[config.mk]
export PLATFORM = sky130hd
export DESIGN_NAME = bf_exec
export DESIGN_NICKNAME = d
export VERILOG_FILES = /design/src/rtl/bf_pkg.sv /design/src/rtl/addersub_16.sv /design/src/rtl/addersub_8.sv /design/src/rtl/bf_loop_stack.sv /design/src/rtl/bf_exec.sv
export SDC_FILE = /design/constraint.sdc
export NUM_CORES = 1
export LEC_CHECK = 0
export ABC_CLOCK_PERIOD_IN_PS = 4950
export CAP_MARGIN = 15
export CORE_MARGIN = 2
export CORE_UTILIZATION = 50
export DETAILED_ROUTE_END_ITERATION = 8
export PLACE_DENSITY = 0.76
export SKIP_CTS_REPAIR_TIMING = 1
export SLEW_MARGIN = 20
export SYNTH_ARGS = -nofsm -noshare
export SYNTH_HDL_FRONTEND = slang
export SYNTH_HIERARCHICAL = 1
export SYNTH_SLANG_ARGS = --single-unit
[constraint.sdc]
create_clock -name clk_i -period 4.95 [get_ports clk_i]
set_clock_uncertainty 0.1 [all_clocks]
set_input_delay 0.495 -clock clk_i [delete_from_list [all_inputs] [get_ports clk_i]]
set_output_delay 0.495 -clock clk_i [all_outputs]
set_load 0.005 [all_outputs]
[src/rtl/bf_pkg.sv]
// Shared opcode bytes and FSM state encoding for the bfX execute stage.
package bf_pkg;

    localparam logic [7:0] OP_INC   = 8'h2B;
    localparam logic [7:0] OP_DEC   = 8'h2D;
    localparam logic [7:0] OP_RIGHT = 8'h3E;
    localparam logic [7:0] OP_LEFT  = 8'h3C;
    localparam logic [7:0] OP_LOOP  = 8'h5B;
    localparam logic [7:0] OP_END   = 8'h5D;
    localparam logic [7:0] OP_OUT   = 8'h2E;
    localparam logic [7:0] OP_IN    = 8'h2C;
    localparam logic [7:0] OP_HALT  = 8'h00;

    typedef enum logic [2:0] {
        ST_LD_A,
        ST_LD_D,
        ST_EXEC,
        ST_SKIP,
        ST_OUT,
        ST_IN,
        ST_HALT,
        ST_ERR
    } state_e;

endpackage

[src/rtl/addersub_16.sv]
// 16-bit adder/subtractor used for the data pointer and the PC; wraps modulo 65536.
module addersub_16 (
    input  logic [15:0] a_i,
    input  logic [15:0] b_i,
    input  logic        sub_i,
    output logic [15:0] y_o
);

    assign y_o = sub_i ? (a_i - b_i) : (a_i + b_i);

endmodule

[src/rtl/addersub_8.sv]
// 8-bit adder/subtractor used for the current cell; wraps modulo 256.
module addersub_8 (
    input  logic [7:0] a_i,
    input  logic [7:0] b_i,
    input  logic       sub_i,
    output logic [7:0] y_o
);

    assign y_o = sub_i ? (a_i - b_i) : (a_i + b_i);

endmodule

[src/rtl/bf_loop_stack.sv]
// LIFO of loop return PCs; the caller never pushes when full nor pops when empty.
module bf_loop_stack #(
    parameter int DEPTH = 16,
    parameter int W     = 16
) (
    input  logic         clk_i,
    input  logic         rst_i,
    input  logic         push_i,
    input  logic         pop_i,
    input  logic [W-1:0] data_i,
    output logic [W-1:0] top_o,
    output logic         full_o,
    output logic         empty_o
);

    localparam int CW = $clog2(DEPTH + 1);
    localparam int AW = (DEPTH > 1) ? $clog2(DEPTH) : 1;

    logic [CW-1:0] count_q;
    logic [W-1:0]  mem_q [DEPTH];
    logic [AW-1:0] push_idx;
    logic [AW-1:0] top_idx;

    // The slot above the top doubles as the push address.
    assign push_idx = count_q[AW-1:0];
    assign top_idx  = push_idx - AW'(1);
    assign top_o    = mem_q[top_idx];
    assign full_o   = (count_q == CW'(DEPTH));
    assign empty_o  = (count_q == '0);

    always_ff @(posedge clk_i) begin
        if (rst_i) begin
            count_q <= '0;
        end else if (push_i && !full_o) begin
            mem_q[push_idx] <= data_i;
            count_q         <= count_q + CW'(1);
        end else if (pop_i && !empty_o) begin
            count_q <= count_q - CW'(1);
        end
    end

endmodule

[src/rtl/bf_exec.sv]
// Execute stage of the bfX core: one opcode per handshake, cached cell with write-through,
// loop stack, forward skip over zero-cell loops and byte I/O handshakes.
module bf_exec
    import bf_pkg::*;
#(
    parameter int STACK_DEPTH = 16,
    parameter int SKIP_W      = 8
) (
    input  logic        clk_i,
    input  logic        rst_i,
    output logic [15:0] pc_o,
    input  logic        instr_valid_i,
    input  logic [7:0]  instr_i,
    output logic        instr_ready_o,
    output logic [15:0] dmem_addr_o,
    input  logic [7:0]  dmem_rdata_i,
    output logic        dmem_we_o,
    output logic [7:0]  dmem_wdata_o,
    output logic        out_valid_o,
    output logic [7:0]  out_data_o,
    input  logic        out_ready_i,
    output logic        in_ready_o,
    input  logic        in_valid_i,
    input  logic [7:0]  in_data_i,
    output logic        halted_o,
    output logic        error_o
);

    state_e            state_q, state_d;
    logic [15:0]       pc_q, pc_d;
    logic [15:0]       dp_q, dp_d;
    logic [7:0]        cell_q, cell_d;
    logic [SKIP_W-1:0] depth_q, depth_d;
    logic              we_q, we_d;
    logic [7:0]        wdata_q, wdata_d;
    logic              instr_ready_q, out_valid_q, in_ready_q, halted_q, error_q;

    logic [7:0]  cell_sum;
    logic [15:0] dp_sum, pc_inc, stk_top;
    logic        stk_push, stk_pop, stk_full, stk_empty, cell_zero;

    assign cell_zero = (cell_q == 8'h00);

    addersub_8  u_cell_add (.a_i(cell_q), .b_i(8'd1),  .sub_i(instr_i == OP_DEC),  .y_o(cell_sum));
    addersub_16 u_dp_add   (.a_i(dp_q),   .b_i(16'd1), .sub_i(instr_i == OP_LEFT), .y_o(dp_sum));
    addersub_16 u_pc_add   (.a_i(pc_q),   .b_i(16'd1), .sub_i(1'b0),               .y_o(pc_inc));

    bf_loop_stack #(.DEPTH(STACK_DEPTH), .W(16)) u_stack (
        .clk_i   (clk_i),
        .rst_i   (rst_i),
        .push_i  (stk_push),
        .pop_i   (stk_pop),
        .data_i  (pc_inc),
        .top_o   (stk_top),
        .full_o  (stk_full),
        .empty_o (stk_empty)
    );

    always_comb begin
        state_d  = state_q;
        pc_d     = pc_q;
        dp_d     = dp_q;
        cell_d   = cell_q;
        depth_d  = depth_q;
        we_d     = 1'b0;
        wdata_d  = wdata_q;
        stk_push = 1'b0;
        stk_pop  = 1'b0;
        case (state_q)
            ST_LD_A: state_d = ST_LD_D;
            ST_LD_D: begin
                cell_d  = dmem_rdata_i;
                state_d = ST_EXEC;
            end
            ST_EXEC: begin
                if (instr_valid_i) begin
                    case (instr_i)
                        OP_INC, OP_DEC: begin
                            cell_d  = cell_sum;
                            we_d    = 1'b1;
                            wdata_d = cell_sum;
                            pc_d    = pc_inc;
                        end
                        OP_RIGHT, OP_LEFT: begin
                            dp_d    = dp_sum;
                            pc_d    = pc_inc;
                            state_d = ST_LD_A;
                        end
                        OP_OUT: begin
                            pc_d    = pc_inc;
                            state_d = ST_OUT;
                        end
                        OP_IN: begin
                            pc_d    = pc_inc;
                            state_d = ST_IN;
                        end
                        OP_LOOP: begin
                            if (cell_zero) begin
                                depth_d = SKIP_W'(1);
                                pc_d    = pc_inc;
                                state_d = ST_SKIP;
                            end else if (stk_full) begin
                                state_d = ST_ERR;
                            end else begin
                                stk_push = 1'b1;
                                pc_d     = pc_inc;
                            end
                        end
                        OP_END: begin
                            // A non-zero cell jumps back but leaves the entry for the next pass.
                            if (stk_empty) begin
                                state_d = ST_ERR;
                            end else if (!cell_zero) begin
                                pc_d = stk_top;
                            end else begin
                                stk_pop = 1'b1;
                                pc_d    = pc_inc;
                            end
                        end
                        OP_HALT: state_d = ST_HALT;
                        default: pc_d = pc_inc;
                    endcase
                end
            end
            ST_SKIP: begin
                if (instr_valid_i) begin
                    pc_d = pc_inc;
                    case (instr_i)
                        OP_LOOP: begin
                            if (depth_q == '1) state_d = ST_ERR;
                            else               depth_d = depth_q + SKIP_W'(1);
                        end
                        OP_END: begin
                            depth_d = depth_q - SKIP_W'(1);
                            if (depth_q == SKIP_W'(1)) state_d = ST_EXEC;
                        end
                        OP_HALT: state_d = ST_HALT;
                        default: ;
                    endcase
                end
            end
            ST_OUT: begin
                if (out_ready_i) state_d = ST_EXEC;
            end
            ST_IN: begin
                if (in_valid_i) begin
                    cell_d  = in_data_i;
                    we_d    = 1'b1;
                    wdata_d = in_data_i;
                    state_d = ST_EXEC;
                end
            end
            default: ;
        endcase
    end

    // Handshake/status outputs are registered decodes of the next state.
    always_ff @(posedge clk_i) begin
        if (rst_i) begin
            state_q       <= ST_LD_A;
            pc_q          <= '0;
            dp_q          <= '0;
            cell_q        <= '0;
            depth_q       <= '0;
            we_q          <= 1'b0;
            wdata_q       <= '0;
            instr_ready_q <= 1'b0;
            out_valid_q   <= 1'b0;
            in_ready_q    <= 1'b0;
            halted_q      <= 1'b0;
            error_q       <= 1'b0;
        end else begin
            state_q       <= state_d;
            pc_q          <= pc_d;
            dp_q          <= dp_d;
            cell_q        <= cell_d;
            depth_q       <= depth_d;
            we_q          <= we_d;
            wdata_q       <= wdata_d;
            instr_ready_q <= (state_d == ST_EXEC) || (state_d == ST_SKIP);
            out_valid_q   <= (state_d == ST_OUT);
            in_ready_q    <= (state_d == ST_IN);
            halted_q      <= (state_d == ST_HALT);
            error_q       <= (state_d == ST_ERR);
        end
    end

    assign pc_o          = pc_q;
    assign instr_ready_o = instr_ready_q;
    assign dmem_addr_o   = dp_q;
    assign dmem_we_o     = we_q;
    assign dmem_wdata_o  = wdata_q;
    assign out_valid_o   = out_valid_q;
    assign out_data_o    = cell_q;
    assign in_ready_o    = in_ready_q;
    assign halted_o      = halted_q;
    assign error_o       = error_q;

endmodule
==> impl_metrics.csv <==
group,metric,value,unit
worst_hold_path,min_path_type,"reg2reg",
setup_path,cp_num_buf_inv,2,
clock_tree,clk_pin_slew_worst_paths,0.05,ns
yosys,ys_types,95,
drt,firstDrtPassIters,5,
sta,fin_ws,0.957,ns
sta,finalSetupViolCount,0,
setup_path,cp.required,5.29,ns
die,ios,83,
yosys,synth-warning-count,6,
placement,gp_congestion,0.870,
placement,hpwl,23.8,mm
cells_and_area,drive_gt1_share,11.4,%
setup_path,cp_max_fo,12,
cells_and_area,design_area,19400,sq um
setup_path,crit_chain,"clkdlybuf4s50_1 -> and3b_1 -> nand3_1 -> nor3_2 -> buf_4 -> a21oi_1 -> xnor2_1 -> ha_1 -> o21a_1 -> o21ai_0 -> o21ba_1 -> a221o_1 -> a2111oi_2 -> nand3b_1 -> mux2i_1 -> nor2_1",
cells_and_area,nets,1626,
setup_path,cp-end-kind,"flip-flop",
setup_path,cp.arrival,4.33,ns
setup_path,critPathTopFamily,"compound AO/OA/AOI/OAI gates",
yosys,avgSynthCellArea,12.3,sq um
sta,maxSlewViolCount,0,
placement,port_buffers,82,
clock_tree,clock_sinks,326,
sta,fin_tns_setup,0,ns
sta,max_slew.worst_pin.slew,1.07,ns
setup_path,ff2ff_setup_slack,1.20,ns
global_routing,grt_use_met1,30.3,%
yosys,synth-edff-count,256,
drt,drc_errors,0,
die,initial_core_util,50.4,%
drt,routed_wl,37.1,mm
clock_tree,cts_tree,"built",
clock_tree,cts_made_buffers,35,
sta,timing.hold.ws,0.411,ns
drt,drtIter0Drc,939,
setup_path,crit_cells,16,
die,die_x,185,um
global_routing,grtUsageMet3,3.52,%
die,dieArea,34100,sq um
die,die_y,185,um
clock_tree,cts_root_buffer,"clkbuf_16",
global_routing,gr-usage-met2,36.6,%
global_routing,grt_pass1_vias,11300,
drt,avgViaCountPerCell,5.67,
yosys,async_flop_share,0,%
yosys,netlist_instances,1328,
global_routing,grt_antenna_before_repair,0,
yosys,synthesis.area,16300,sq um
setup_path,start_kind,"input port",
clock_tree,h-tree-depth,2,
outcome,status,"finished, final reports clean",
placement,place_ws,0.497,ns
sta,final-hold-violation-count,0,
setup_path,crit_type,"in2reg",
die,coreArea,32400,sq um
cells_and_area,antenna_cells,0,
placement,placed_cell_area,18200,sq um
drt,drtAntennaViolNets,0,
yosys,synthFlopType,"edfxtp_1",
yosys,synth-seq-cells,326,
global_routing,grt_max_degree,67,
global_routing,grt_pass1_wl,59.3,mm
drt,vias,11400,
clock_tree,cts.path.max_buffers,3,
power,ir_drop,0.000224,V
setup_path,crit_slowest_cell,"clkdlybuf4s50_1",
worst_hold_path,hold_depth,2,
flow_run,max-cap-violations,0,
global_routing,grt_use_total,22.0,%
drt,wl_per_cell,18.4,um
yosys,ys_seq_area_share,55.7,%
sta,period_needed,3.99,ns
sta,fmax,250,MHz
cells_and_area,syn_to_final_growth,18.8,%
sta,period_share,80.7,%
power,finalPower,6.59,mW
global_routing,grt_busiest_layer,"met2",
die,num_rows,66,
setup_path,slowest_delay,0.57,ns
power,pwr_density_cell,340,nW/um^2
sta,max-slew-margin-rel,28.7,%
setup_path,reg2regPathDepth,10,
sta,rsz0062_at_grt,"false",
power,p_leak,7.36,nW
clock_tree,clk_latency,0.52,ns
global_routing,overflow,0,
==> power breakdown <==
group	internal [mW]	switching, mW	leakage (nW)
clock network	1.55	1.05	0.562
logic	0.317	0.497	3.93
registers	3.14	0.0371	2.87
total	5.00	1.58	7.36
==> metal layers <==
layer | part of all wire [%] | vias up
met5 | 0 | -
met4 | 1.9 | 0
met3 | 6.3 | 62
met2 | 48 | 390
met1 | 44 | 5559
li1 | - | 5390
==> stage by stage <==
step	util, %	std cells
after floorplan	-	1445
after CTS	59.8	2010
after global placement	56.3	1947
final	59.9	2010
after global routing	59.9	2010
after detailed placement	56.3	1947
==> cell type report <==
type,instances,area (sq um)
fill,2549,13000
tap,442,553
multi-input combinational,1016,7290
sequential,326,9090
timing repair buffer,126,1160
inverter,37,139
clock buffer,47,973
clock inverter,16,173
==> cell usage after synthesis, drive strengths merged (5+ instances only) <==
library cell  instances  area (sq um)
edfxtp              256          7690
nand2               136           510
nor2                107           404
a21oi                72           364
dfxtp                70          1400
mux2i                69           691
xnor2                58           508
ha                   51           638
nand3                47           240
inv                  37           139
buf                  34           201
clkbuf               32           120
mux4                 32           721
a221oi               28           258
a211oi               24           190
nor3                 21           120
a311oi               19           184
a32o                 16           160
o21ai                16          80.1
xor2                 16           148
a31oi                13          81.3
and2                 13          82.6
or4                  13           109
nand2b               12          75.1
a21o                 11          83.8
nor2b                11          68.8
o31ai                 9          72.6
nand3b                7          52.6
o211ai                7          57.6
and3                  6          38.8
nor4                  6          37.5
o21a                  6          45.0
nand4                 5          31.3
==> worst register-to-register path, cell delays in order, from the launching register on <==
cell       delay (ns)
dfxtp_1          0.82
nand4bb_1        0.36
inv_1            0.16
nor4_1           0.34
buf_4            0.20
nand2_1          0.13
fa_1             0.43
and3_1           0.18
a211o_1          0.26
a211oi_1         0.31
mux2_2           0.37
==> sequential cells by signal, summed over array words and instances, names as in the netlist, 3 cells and up <==
signal,flops
u_stack/mem_q,256
dmem_addr_o,16
pc_o,16
depth_q,8
dmem_wdata_o,8
out_data_o,8
u_stack/count_q,5
state_q,3
==> cells in the final DEF (no fill, tap or decap), drive strengths merged, types with 6 or more instances in the layout <==
cell           synthesis  final
dfxtp                 70     70
inv                   37     38
a311oi                19     19
nor2b                 11     11
mux4                  32     32
or4                   13     13
o21a                   6      6
conb                   2    119
xnor2                 58     58
clkdlybuf4s50          0     81
edfxtp               256    256
a21o                  11     11
nor2                 107    107
clkbuf                32     47
nor3                  21     21
nor4                   6      6
nand2b                12     12
xor2                  16     16
nand3b                 7      7
a31oi                 13     13
o31ai                  9      9
ha                    51     51
nand3                 47     47
and2                  13     13
nand2                136    136
o21ai                 16     16
a211oi                24     24
a32o                  16     16
and3                   6      6
mux2i                 69     69
o211ai                 7      7
a21oi                 72     72
clkinv                 0     12
buf                   34     45
a221oi                28     28
==> path summary, 6_finish.rpt <==
| check | startpoint | to |
|---|---|---|
| hold reg to reg | dmem_wdata_o[6]$_SDFFE_PP0P_ | dmem_wdata_o[6]$_SDFFE_PP0P_ |
| hold / removal | dmem_wdata_o[6]$_SDFFE_PP0P_ | dmem_wdata_o[6]$_SDFFE_PP0P_ |
| setup / recovery | instr_i[2] | dmem_addr_o[13]$_SDFFE_PP0P_ |
| setup reg to reg | u_stack/count_q[2]$_SDFFE_PP0P_ | u_stack/count_q[4]$_SDFFE_PP0P_ |
==> cells by family after synthesis <==
family	synth area share (%)
flops	55.7
xor+xnor	4.02
other cells	0.0460
simple gates	12.8
compound gates	11.5
fa+ha+maj	4.40
mux	8.72
buf+inv	2.82
No activity file was read; power rests on OpenSTA's default activity.
